File: src/rtl/cim_op_sequencer_if.sv
// Command/row-write handshake and array-drive bundle between a host and cim_op_sequencer.
// The host uses the master modport; the sequencer uses the slave modport.
interface cim_op_sequencer_if #(
    parameter int unsigned ADDR_W = 6,
    parameter int unsigned DATA_W = 16,
    parameter int unsigned CMD_W  = 32
);
    localparam int unsigned NWL = 2 ** ADDR_W;

    logic              cmd_valid;
    logic              cmd_ready;
    logic [CMD_W-1:0]  cmd;
    logic              ls_valid;
    logic              ls_ready;
    logic [ADDR_W-1:0] ls_addr;
    logic [DATA_W-1:0] ls_data;
    logic [NWL-1:0]    rwl1;
    logic [NWL-1:0]    rwl2;
    logic [NWL-1:0]    wwl;
    logic [DATA_W-1:0] wbl;
    logic [2:0]        op_mode;
    logic              busy;
    logic              done;
    logic              err;
    logic [ADDR_W-1:0] result_addr;

    modport master (
        output cmd_valid, cmd, ls_valid, ls_addr, ls_data,
        input  cmd_ready, ls_ready, rwl1, rwl2, wwl, wbl, op_mode, busy, done, err, result_addr
    );

    modport slave (
        input  cmd_valid, cmd, ls_valid, ls_addr, ls_data,
        output cmd_ready, ls_ready, rwl1, rwl2, wwl, wbl, op_mode, busy, done, err, result_addr
    );
endinterface

File: src/rtl/cim_op_sequencer.sv
// Compute-in-memory op sequencer: turns compute commands and external row writes into
// registered one-hot wordline, bitline and mode drives for the array.
module cim_op_sequencer #(
    parameter int unsigned ADDR_W  = 6,
    parameter int unsigned DATA_W  = 16,
    parameter int unsigned CMD_W   = 32,
    parameter int unsigned MAX_LEN = 5
) (
    input logic               clk,
    input logic               rst,
    cim_op_sequencer_if.slave bus
);
    localparam int unsigned NWL = 2 ** ADDR_W;
    localparam int unsigned KW  = MAX_LEN + 1;

    typedef enum logic [1:0] {StIdle, StExec, StMulIter, StLsWr} state_e;

    state_e            state_q, state_d;
    logic [ADDR_W-1:0] rs1_q, rs1_d, ping_q, ping_d, pong_q, pong_d, res_q, res_d;
    logic [2:0]        op_q, op_d, op_mode_q, op_mode_d;
    logic [KW-1:0]     k_q, k_d, last_q, last_d;
    logic [DATA_W-1:0] data_q, data_d, wbl_q, wbl_d;
    logic [NWL-1:0]    rwl1_q, rwl1_d, rwl2_q, rwl2_d, wwl_q, wwl_d;
    logic              done_q, done_d, err_q, err_d;

    logic [ADDR_W-1:0] cmd_rd, cmd_rs2, cmd_rs1;
    logic [2:0]        cmd_len, cmd_op;
    logic              cmd_acc, ls_acc, unused_cmd;

    assign cmd_rd     = bus.cmd[ADDR_W-1:0];
    assign cmd_rs2    = bus.cmd[2*ADDR_W-1:ADDR_W];
    assign cmd_rs1    = bus.cmd[3*ADDR_W-1:2*ADDR_W];
    assign cmd_len    = bus.cmd[3*ADDR_W+2:3*ADDR_W];
    assign cmd_op     = bus.cmd[3*ADDR_W+5:3*ADDR_W+3];
    assign unused_cmd = ^bus.cmd;

    assign bus.cmd_ready = (state_q == StIdle);
    assign bus.ls_ready  = (state_q == StIdle) & ~bus.cmd_valid;
    assign cmd_acc       = bus.cmd_valid & bus.cmd_ready;
    assign ls_acc        = bus.ls_valid & bus.ls_ready;

    function automatic logic [NWL-1:0] onehot(input logic [ADDR_W-1:0] a);
        return NWL'(1) << a;
    endfunction

    // Next-state: ping/pong reuse the rs2/rd slots for EXEC and the row address for LS_WR.
    always_comb begin
        state_d = state_q;
        rs1_d   = rs1_q;
        ping_d  = ping_q;
        pong_d  = pong_q;
        op_d    = op_q;
        k_d     = k_q;
        last_d  = last_q;
        data_d  = data_q;
        err_d   = 1'b0;
        if (rst) begin
            state_d = StIdle;
            rs1_d   = '0;
            ping_d  = '0;
            pong_d  = '0;
            op_d    = '0;
            k_d     = '0;
            last_d  = '0;
            data_d  = '0;
        end else begin
            unique case (state_q)
                StIdle: begin
                    if (cmd_acc) begin
                        if (cmd_op == 3'd7 && 32'(cmd_len) > MAX_LEN) begin
                            err_d = 1'b1;
                        end else begin
                            state_d = (cmd_op == 3'd7) ? StMulIter : StExec;
                            rs1_d   = cmd_rs1;
                            ping_d  = cmd_rs2;
                            pong_d  = cmd_rd;
                            op_d    = cmd_op;
                            k_d     = '0;
                            last_d  = (KW'(1) << cmd_len) - KW'(1);
                        end
                    end else if (ls_acc) begin
                        state_d = StLsWr;
                        pong_d  = bus.ls_addr;
                        data_d  = bus.ls_data;
                        op_d    = 3'd0;
                    end
                end
                StExec, StLsWr: state_d = StIdle;
                StMulIter: begin
                    ping_d = pong_q;
                    pong_d = ping_q;
                    if (k_q == last_q) begin
                        state_d = StIdle;
                        k_d     = '0;
                    end else begin
                        k_d = k_q + KW'(1);
                    end
                end
                default: state_d = StIdle;
            endcase
        end
    end

    // Outputs are decoded from next state so they appear registered in the active cycle.
    always_comb begin
        rwl1_d    = '0;
        rwl2_d    = '0;
        wwl_d     = '0;
        wbl_d     = '0;
        op_mode_d = 3'd0;
        done_d    = 1'b0;
        res_d     = rst ? '0 : res_q;
        unique case (state_d)
            StExec: begin
                rwl1_d    = onehot(rs1_d);
                rwl2_d    = (op_d != 3'd0 && op_d != 3'd4) ? onehot(ping_d) : '0;
                wwl_d     = onehot(pong_d);
                op_mode_d = op_d;
                done_d    = 1'b1;
            end
            StMulIter: begin
                rwl1_d    = onehot(rs1_d + ADDR_W'(k_d));
                rwl2_d    = onehot(ping_d);
                wwl_d     = onehot(pong_d);
                op_mode_d = 3'd7;
                if (k_d == last_d) begin
                    done_d = 1'b1;
                    res_d  = pong_d;
                end
            end
            StLsWr: begin
                wwl_d  = onehot(pong_d);
                wbl_d  = data_d;
                done_d = 1'b1;
            end
            default: ;
        endcase
    end

    always_ff @(posedge clk) begin
        state_q   <= state_d;
        rs1_q     <= rs1_d;
        ping_q    <= ping_d;
        pong_q    <= pong_d;
        op_q      <= op_d;
        k_q       <= k_d;
        last_q    <= last_d;
        data_q    <= data_d;
        res_q     <= res_d;
        rwl1_q    <= rwl1_d;
        rwl2_q    <= rwl2_d;
        wwl_q     <= wwl_d;
        wbl_q     <= wbl_d;
        op_mode_q <= op_mode_d;
        done_q    <= done_d;
        err_q     <= err_d;
    end

    assign bus.rwl1        = rwl1_q;
    assign bus.rwl2        = rwl2_q;
    assign bus.wwl         = wwl_q;
    assign bus.wbl         = wbl_q;
    assign bus.op_mode     = op_mode_q;
    assign bus.busy        = (state_q != StIdle);
    assign bus.done        = done_q;
    assign bus.err         = err_q;
    assign bus.result_addr = res_q;
endmodule
File: src/flat_wrapper.sv
// flat-port wrapper written by rule: the top's interface ports become plain ports
module cim_op_sequencer_flat 
#(
    parameter int unsigned ADDR_W  = 6,
    parameter int unsigned DATA_W  = 16,
    parameter int unsigned CMD_W   = 32,
    parameter int unsigned MAX_LEN = 5
)
  (clk, rst, bus_cmd_valid, bus_cmd, bus_ls_valid, bus_ls_addr, bus_ls_data, bus_cmd_ready, bus_ls_ready, bus_rwl1, bus_rwl2, bus_wwl, bus_wbl, bus_op_mode, bus_busy, bus_done, bus_err, bus_result_addr);
  cim_op_sequencer_if #(.ADDR_W(ADDR_W), .DATA_W(DATA_W), .CMD_W(CMD_W)) bus_i ();
  input logic clk;
  input logic rst;
  input wire logic [$bits(bus_i.cmd_valid)-1:0] bus_cmd_valid;
  input wire logic [$bits(bus_i.cmd)-1:0] bus_cmd;
  input wire logic [$bits(bus_i.ls_valid)-1:0] bus_ls_valid;
  input wire logic [$bits(bus_i.ls_addr)-1:0] bus_ls_addr;
  input wire logic [$bits(bus_i.ls_data)-1:0] bus_ls_data;
  output wire logic [$bits(bus_i.cmd_ready)-1:0] bus_cmd_ready;
  output wire logic [$bits(bus_i.ls_ready)-1:0] bus_ls_ready;
  output wire logic [$bits(bus_i.rwl1)-1:0] bus_rwl1;
  output wire logic [$bits(bus_i.rwl2)-1:0] bus_rwl2;
  output wire logic [$bits(bus_i.wwl)-1:0] bus_wwl;
  output wire logic [$bits(bus_i.wbl)-1:0] bus_wbl;
  output wire logic [$bits(bus_i.op_mode)-1:0] bus_op_mode;
  output wire logic [$bits(bus_i.busy)-1:0] bus_busy;
  output wire logic [$bits(bus_i.done)-1:0] bus_done;
  output wire logic [$bits(bus_i.err)-1:0] bus_err;
  output wire logic [$bits(bus_i.result_addr)-1:0] bus_result_addr;
  assign bus_i.cmd_valid = bus_cmd_valid;
  assign bus_i.cmd = bus_cmd;
  assign bus_i.ls_valid = bus_ls_valid;
  assign bus_i.ls_addr = bus_ls_addr;
  assign bus_i.ls_data = bus_ls_data;
  assign bus_cmd_ready = bus_i.cmd_ready;
  assign bus_ls_ready = bus_i.ls_ready;
  assign bus_rwl1 = bus_i.rwl1;
  assign bus_rwl2 = bus_i.rwl2;
  assign bus_wwl = bus_i.wwl;
  assign bus_wbl = bus_i.wbl;
  assign bus_op_mode = bus_i.op_mode;
  assign bus_busy = bus_i.busy;
  assign bus_done = bus_i.done;
  assign bus_err = bus_i.err;
  assign bus_result_addr = bus_i.result_addr;
  cim_op_sequencer #(.ADDR_W(ADDR_W), .DATA_W(DATA_W), .CMD_W(CMD_W), .MAX_LEN(MAX_LEN)) u_core (.clk(clk), .rst(rst), .bus(bus_i));
endmodule
File: config.mk
export PLATFORM = sky130hd
export DESIGN_NAME = cim_op_sequencer_flat
export DESIGN_NICKNAME = d
export VERILOG_FILES = /design/src/rtl/cim_op_sequencer_if.sv /design/src/rtl/cim_op_sequencer.sv /design/src/flat_wrapper.sv
export SDC_FILE = /design/constraint.sdc
export NUM_CORES = 1
export LEC_CHECK = 0
export ABC_AREA = 1
export CAP_MARGIN = 20
export CORE_MARGIN = 8
export CORE_UTILIZATION = 25
export DETAILED_ROUTE_END_ITERATION = 16
export HOLD_SLACK_MARGIN = 0.1
export PLACE_DENSITY = 0.54
export SETUP_SLACK_MARGIN = 0.1
export SLEW_MARGIN = 25
export SYNTH_ARGS = -nofsm -noshare
export SYNTH_HDL_FRONTEND = slang
export SYNTH_SLANG_ARGS = --single-unit
File: constraint.sdc
create_clock -name clk -period 4.2 [get_ports clk]
set_input_delay 0.63 -clock clk [delete_from_list [all_inputs] [get_ports clk]]
set_output_delay 0.63 -clock clk [all_outputs]
set_load 0.01 [all_outputs]
Yosys cells after proc, flatten, opt, wreduce, memory -nomap -nowiden. Index checks and enable logic that the tools add are counted. W data, S select, Z words.

Word-level logic and storage cells: 98. Input bits: 58. Flip-flop bits (word level): 270. Output and inout bits: 222.

Bitwise gates (word level): 6. Reduce and logical (&&, ||, !) cells: 9. Mux-type cells: 48. Magnitude comparators: 1. Add/sub/neg operators: 3. Shift operators: 5. Eq/ne operators: 10.

Operator list (number): $pmux W64 S2 (2); $shl A1 B6 Y64 const A (4); $mux W6 (22); $mux W16 (4); $mux W64 (1); $pmux W6 S2 (3); $mux W3 (5); $eq A6 B6 Y1 (2); $mux W2 (6); $eq A2 B2 Y1 const B (4); $add A6 B1 Y6 const B (1); $add A6 B6 Y6 (1); $pmux W2 S3 (1); $pmux W3 S2 (1); $reduce_or A3 Y1 (2); $shl A1 B3 Y6 const A (1); $sub A6 B2 Y6 const B (1); $eq A2 B1 Y1 const B (2); $reduce_or A2 Y1 (2); $and A1 B1 Y1 (3); $eq A3 B3 Y1 const B (1); $gt A3 B3 Y1 const B (1); $ne A3 B3 Y1 const B (1); $not A1 Y1 (3); other kinds (6) (8).

Depth between registers and ports, before layout. Gate-level depths: netlist of run 1.

Word-level depth: 11. Depth in mapped cells: 22. Mapped depth without buffers: 21.

Worst setup path after synthesis of run 1. OpenSTA, ideal clock, no wires.

Kind: input-to-reg. Start point: input port bus_cmd[19]. End point: register u_core.rwl1_q[21] (netlist: u_core.bus.rwl1[21]). Arrival: 3.149 ns. Slack: 0.935 ns. Path buffers: 2. Stages: 20. Cell sequence: nand2_2 > inv_2 > nand2_2 > nand2_2 > buf_6 > or2_1 > nand3_1 > inv_1 > ha_1 > fa_1 > nand2_1 > inv_1 > o21ai_0 > nand2_1 > xor2_1 > o21ai_2 > inv_2 > buf_2 > nand2_1 > nor2_1.

Longest elaborated chain between the ends: 9. Elaborated cells between the ends (all ways): 20. Those cells by class: add/sub (1); order compare (1); eq/ne (2); shift (2); mux (13); reduce/logical (1).

RTL lines: start: declaration (line flat_wrapper.sv:14) `input wire logic [$bits(bus_i.cmd)-1:0] bus_cmd;`; $gt A3 B3 Y1 * (line cim_op_sequencer.sv:70) `if (cmd_op == 3'd7 && 32'(cmd_len) > MAX_LEN) begin`; $logic_and A1 B1 Y1 * (line cim_op_sequencer.sv:70); $mux W6 * (line cim_op_sequencer.sv:70); $mux W6 * (line cim_op_sequencer.sv:69) `if (cmd_acc) begin`; $mux W6 * (line cim_op_sequencer.sv:67) `unique case (state_q)`; $mux W6 * (line cim_op_sequencer.sv:57) `if (rst) begin`; net u_core.rs1_d[0] (line cim_op_sequencer.sv:19) `logic [ADDR_W-1:0] rs1_q, rs1_d, ping_q, ping_d, pong_q, pong_d, res_q, res_d;`; $add A6 B6 Y6 (line cim_op_sequencer.sv:122) `rwl1_d = onehot(rs1_d + ADDR_W'(k_d));`; $shl A1 B6 Y64 (line cim_op_sequencer.sv:43) `return NWL'(1) << a;`; $pmux W64 S2 * (line cim_op_sequencer.sv:113) `unique case (state_d)`; end signal: assignment (line cim_op_sequencer.sv:150) `rwl1_q <= rwl1_d;`; end: declaration (line cim_op_sequencer.sv:23) `logic [NWL-1:0] rwl1_q, rwl1_d, rwl2_q, rwl2_d, wwl_q, wwl_d;`.

Mark *: on every way through the listed nets, which the timed path passes. The rest lies on a longest branch. A chain may end at the register's enable or synchronous reset.

Worst setup path in the final report of run 1.
Start point: input port bus_cmd[19]. End point: register u_core.rwl1_q[54] (netlist: u_core.bus.rwl1[54]).

Longest elaborated chain between the ends: 9. Elaborated cells between the ends (all ways): 20. Those cells by class: add/sub (1); order compare (1); eq/ne (2); shift (2); mux (13); reduce/logical (1).

RTL lines: $gt A3 B3 Y1 (line cim_op_sequencer.sv:70); $logic_and A1 B1 Y1 (line cim_op_sequencer.sv:70); $mux W6 (line cim_op_sequencer.sv:70); $mux W6 (line cim_op_sequencer.sv:69); $pmux W6 S2 (line cim_op_sequencer.sv:67); $mux W6 (line cim_op_sequencer.sv:57); net u_core.k_d[1] (line cim_op_sequencer.sv:21) `logic [KW-1:0] k_q, k_d, last_q, last_d;`; $add A6 B6 Y6 (line cim_op_sequencer.sv:122); $shl A1 B6 Y64 (line cim_op_sequencer.sv:43); $pmux W64 S2 (line cim_op_sequencer.sv:113).

The timed path passes the listed nets, and every way through them passes these cells.

==> summary.txt, run 1 <==
Starting Density: 0.252
Final nets: 1488
post-synthesis sequential area ratio: 0.573
top post-synthesis cells by count: 279 x nor2_1, 270 x dfxtp_1, 183 x nand2_1, 93 x inv_1, 48 x nand3_1
Async SR Flop Fraction: 0
leading post-synthesis cells by cell area: dfxtp_1 57%, nor2_1 11%, nand2_1 7.3%
RSZ-0062 raised after global routing: false
H-tree depth: 1
initial antenna violation count: 3
Final min period: 3.51 ns
crit-path max FO: 32
clk sink count: 270
Die Wd: 210 um
first-pass GRT wire length: 48800 um
cell count of the worst reg-to-reg path: 21
cells after synthesis: 1145
post-DR wirelength/cell: 16.3 um
Starting DRT DRC Count: 518
Die Y: 210 um
Die ar.: 44200 um^2
worst slack at placement: 0.140 ns
io pins: 280
# diodes: 0
Synth Net Count: 1215
R2R Path Start: u_core.state_q[0]
crit path kind: in2reg
number of max-cap violations: 0
endpoints failing setup: 0
vias post-DR: 8329
deepest clock path buffer count: 3
startpoint types: input pin
Ys Warns: 0
Post-synth EDFFs: 0
vias in the first global route: 8249
status: complete, no violations
Synth Register Bits: 270
Critical Path Sink Type: flip-flop
total grt overflow: 0
cell taking the most area after synthesis: dfxtp_1
Critical Path RT: 4.64 ns
crit share post-route: 0.836
hold worst-path end: u_core.k_q[3]
synthesized area per cell: 8.24 um^2
clock latency on the worst-skew pair: 0.58 ns
Worst Tran Pin Value: 0.802 ns
largest net degree at the start of global routing: 43
setup ws final: 0.690 ns
top cell type's share of synthesized area: 0.573
setup slack, reg-to-reg: 0.77 ns
Final Skew: 0.0296 ns
Mapped Area: 9440 um^2
vias per cell: 4.27
hold_buf cts: 0
hold_sp: rst
Routed Antenna Nets: 0
type of the tightest min-delay check: in2reg
core region area: 37400 um^2
most frequent cell after synthesis: nor2_1
library cells used by synthesis: 44
drt total wl: 31800 um
Core Rows: 71
pwr dens: 453 nW/um^2
RD Place Congestion: 0.821
Pleak: 5.32 nW
Port-buffer cells: 271
setup TNS: 0 ns
clock-pin slew on the worst setup and hold paths: 0.06 ns
Slew headroom: 0.464
hold depth: 2
Layout area overhead: 45.5%
Data arrival, critical path: 3.95 ns
Post-DP HPWL: 23700 um
share of cells above drive strength 1: 0.0890
Total GRT Usage: 0.139
root buffer cell: clkbuf_16
CTS Buf Count: 30
maximum vdd ir drop: 0.000267 V
RR Endpoint: u_core.bus.rwl1[54]
Residual DRC: 0
FILL cells: 3815
Slew Viols, Final: 0
CTS tree: built
Final Hold Vio Count: 0
Post-synth top flop: dfxtp_1
setup repair bufs after CTS: 0
drt first pass iters: 5
Max Fclk: 285 MHz
post-cts sizing count: 0
[critical path, cell delays in order]
cell and delay (ns):
clkdlybuf4s50_1 0.60, nand2_2 0.17, nor2_4 0.17, nor2_4 0.09, nor2_1 0.30, nand2_1 0.09
nand2_1 0.10, inv_1 0.07, nor2_1 0.22, ha_1 0.28, nand3_1 0.08, nand2_1 0.08
nand2_1 0.07, nand2_1 0.05, a21oi_1 0.20, nand3b_1 0.16, nand3_1 0.08, nand2_1 0.08
nand2_1 0.05, nand2_1 0.10, buf_12 0.20, nor2_1 0.06
[power by group]
group          internal [mW]  switching [mW]
Sequential              2.64          0.0302
Combinational          0.283           0.592
Clock                   1.62            1.06
Total                   4.54            1.68
[metal layers]
layer / vias to the layer above / GRT usage / routed length, um
li1: 4156 / - / -
met1: 3854 / 0.162 / 12800
met2: 257 / 0.234 / 15100
met3: 56 / 0.0541 / 3100
met4: 6 / 0.0437 / 766
met5: - / 0 / 38
[kinds of logic after synthesis]
family                   count (synthesis)  synth area share
AND/OR/NAND/NOR                        638             0.297
buffers and inverters                  153            0.0671
XOR/XNOR                                 4           0.00371
flip-flops                             270             0.573
adder cells (fa/ha/maj)                 12            0.0167
AO/OA/AOI/OAI                           68            0.0426
[layout make-up]
cell class	instances	area, um^2	share of cell area
multi-input cells	722	3400	0.248
clock inverters	9	141	0.0103
repair buffers	291	2880	0.210
flip-flops and latches	270	5410	0.394
inverters	103	389	0.0283
well taps	511	639	0.0466
clock buffers	44	873	0.0636
[registers in the layout (all words and copies together) (netlist names)]
register / cells
u_core.last_q: 6
u_core.state_q: 2
u_core.bus.done: 1
u_core.data_q: 16
u_core.bus.wbl: 16
u_core.rs1_q: 6
u_core.bus.rwl2: 64
u_core.pong_q: 6
u_core.bus.err: 1
u_core.bus.op_mode: 3
u_core.ping_q: 6
u_core.bus.result_addr: 6
u_core.bus.wwl: 64
u_core.bus.rwl1: 64
u_core.op_q: 3
u_core.k_q: 6
[worst max path at each step]
| stage | to | from | cells after the start | slack, ns |
|---|---|---|---|---|
| 6_report | u_core.bus.rwl1[54] | bus_cmd[19] | 22 | 0.69 |
| 5_1_grt | u_core.bus.rwl1[51] | bus_cmd[19] | 22 | 0.35 |
| 4_1_cts | u_core.bus.rwl1[59] | bus_cmd[19] | 22 | 0.73 |
| 3_5_place_dp | u_core.bus.rwl1[59] | bus_cmd[19] | 22 | 0.14 |
| 3_3_place_gp | u_core.bus.rwl1[33] | bus_cmd[19] | 22 | 0.23 |
| 2_1_floorplan | u_core.bus.rwl1[21] | bus_cmd[19] | 20 | 0.94 |
[through the flow]
stage          hold slack (ns)  area (um^2)  cells  total power [mW]  utilization
3_3_place_gp             0.498        12700   1897              3.59        0.340
5_1_grt                  0.483        13700   1950              6.51        0.367
3_5_place_dp             0.507        12700   1897              3.60        0.340
6_report                 0.505        13700   1950              6.22        0.367
2_1_floorplan            0.473         9440   1145              3.27            -
4_1_cts                  0.463        13700   1950              6.31        0.367
[cell usage in the layout (no fill, tap or decap), types with 19 or more instances in the layout]
| cell type | count |
|---|---|
| a21oi_1 | 19 |
| clkbuf_16 | 30 |
| clkdlybuf4s50_1 | 270 |
| dfxtp_1 | 270 |
| inv_1 | 93 |
| nand2_1 | 183 |
| nand3_1 | 48 |
| nand4_1 | 37 |
| nor2_1 | 279 |
| o21ai_0 | 21 |
| or2_2 | 21 |
(Power assumes the default switching activity.)
==> run 2, diff against run 1 <==
PLACE_DENSITY = 0.55   (was 0.54)
clock period = 2.9 ns   (was 4.2 ns; I/O delays follow)
==> run 2 against run 1 <==
- the run now ends with negative setup slack left
- die area is the same
- clock-buffer cell count shrank 2
- via count is 5.4% higher
- non-clock buffer count grew 119
- core utilization is 4.0 points higher
- global-route usage increased by 0.47 points
- clock skew decreased by 0.013 ns
- first-iteration DRC count down 31%
- cell count grew 6.4%
- sequential power rose by 45%
- register-to-register slack worse by 0.80 ns
- critical endpoint is now u_core.bus.rwl1[15]
- largest power group is now sequential cells
==> summary.txt, run 2 (same netlist as run 1, synthesis figures left out) <==
status: finished with violations
failing checks: negative setup slack
drt total wl: 33700 um
H-tree depth: 1
vias in the first global route: 8785
Core Rows: 71
crit share post-route: 1.01
Final min period: 2.93 ns
type of the tightest min-delay check: in2reg
Starting DRT DRC Count: 360
Post-DP HPWL: 25000 um
number of max-cap violations: 0
vias per cell: 4.23
RD Place Congestion: 0.831
Worst Tran Pin Value: 0.615 ns
CTS tree: built
Port-buffer cells: 271
most frequent cells in the layout: 266 x clkdlybuf4s50_1, 264 x dfxtp_1, 260 x nor2_1
startpoint types: flip-flop
Critical Path Sink Type: flip-flop
vias post-DR: 8777
Max Fclk: 342 MHz
io pins: 280
total grt overflow: 0
M1 GR Usage: 0.167
deepest clock path buffer count: 3
commonest non-fill, non-tap cell in the layout: clkdlybuf4s50_1
Pleak: 6.05 nW
Starting Density: 0.252
core region area: 37400 um^2
crit path kind: reg2reg
Slew headroom: 0.586
clk sink count: 270
Layout area overhead: 61.3%
post-DR wirelength/cell: 16.2 um
non-filler cells, final: 2075
Die ar.: 44200 um^2
first-pass GRT wire length: 50300 um
Total GRT Usage: 0.144
setup ws final: -0.0255 ns
crit-path max FO: 8
root buffer cell: clkbuf_16
Final Hold Vio Count: 0
Final Power: 9.50 mW
share of cells above drive strength 1: 0.218
Die Y: 210 um
largest net degree at the start of global routing: 42
Die Wd: 210 um
drt first pass iters: 5
Final nets: 1607
clock latency on the worst-skew pair: 0.57 ns
GRT Max-Usage Layer: met2
Final Skew: 0.0170 ns
initial antenna violation count: 7
hold_buf cts: 0
Slew Viols, Final: 0
global routing usage on met3: 0.0539
met2 Use GR: 0.240
endpoints failing setup: 8
dpl cells: 1997
Critical Path RT: 3.40 ns
Routed Antenna Nets: 0
maximum vdd ir drop: 0.000511 V
Data arrival, critical path: 3.42 ns
clock-pin slew on the worst setup and hold paths: 0.07 ns
pwr dens: 624 nW/um^2
CTS Buf Count: 30
Residual DRC: 0
RSZ-0062 raised after global routing: true
setup TNS: -0.0967 ns
==> run 2: changes by cell type in the layout (fill, tap and decap cells not counted), sizes merged <==
cell           previous run  this run
clkdlybuf4s50           270       266
inv                     102       101
clkbuf                   44        46
dlygate4sd2               0         4
clkinv                    6         7
buf                      21       136
clkinvlp                  1         4
bufinv                    3         2
diode                     0         6
==> run 2: worst max-delay path, stage by stage (launching register included) <==
cell      delay, ns
dfxtp_2        0.33
nor2_4         0.14
nand2_4        0.10
buf_12         0.14
clkinv_8       0.04
nand2_8        0.05
or2_4          0.26
nand3_4        0.08
inv_4          0.05
ha_4           0.15
fa_2           0.35
nand2_2        0.08
inv_2          0.04
o21ai_2        0.13
nand2_2        0.08
xor2_2         0.16
o21ai_2        0.20
buf_6          0.15
buf_12         0.13
nand2_2        0.07
nor2_2         0.11
==> run 2: repair_timing <==
item,CTS,global route
cloned,2,4
buffers inserted,5,8
setup endpoints to repair,128,192
pin swaps,5,47
gates resized for setup,35,96
==> run 2: metal layers <==
layer  routed length [um]  up-vias
li1                     -     4404
met1                13700     4073
met2                16100      237
met3                 2830       61
met4                 1040        2
met5                   10        -
==> run 2: area by class of cell <==
| class | instances | area (um^2) |
|---|---|---|
| timing repair buffer | 410 | 3990 |
| antenna | 6 | 15.0 |
| inverter | 103 | 417 |
| sequential | 270 | 5420 |
| clock buffer | 42 | 877 |
| fill | 3724 | 22200 |
| tap | 511 | 639 |
| multi-input combinational | 722 | 3750 |
| clock inverter | 11 | 121 |
==> run 2: final timing paths <==
kind | startpoint | end | slack (ns) | depth (start not counted)
worst max register to register | u_core.state_q[0] | u_core.bus.rwl1[15] | -0.03 | 20
worst min register to register | u_core.last_q[5] | u_core.last_q[5] | 0.52 | 2
worst max-delay path | u_core.state_q[0] | u_core.bus.rwl1[15] | -0.03 | 20
worst min-delay path | rst | u_core.rs1_q[5] | 0.23 | 3
==> run 2: power by group <==
group,total [mW],switching (mW),internal [mW],leakage (nW)
clock network,3.82,1.54,2.28,0.488
logic,1.82,1.04,0.780,3.37
registers,3.86,0.0418,3.82,2.19
==> run 2: per-stage QoR <==
step	util	cell area (um^2)	hold WS [ns]	worst slack, ns
after floorplan	-	9460	0.473	-0.00965
after global placement	0.362	13500	0.502	-0.611
after detailed placement	0.362	13500	0.505	-0.677
after CTS	0.394	14700	0.183	0.0107
after global routing	0.407	15200	0.255	-0.193
final	0.407	15200	0.234	-0.0255
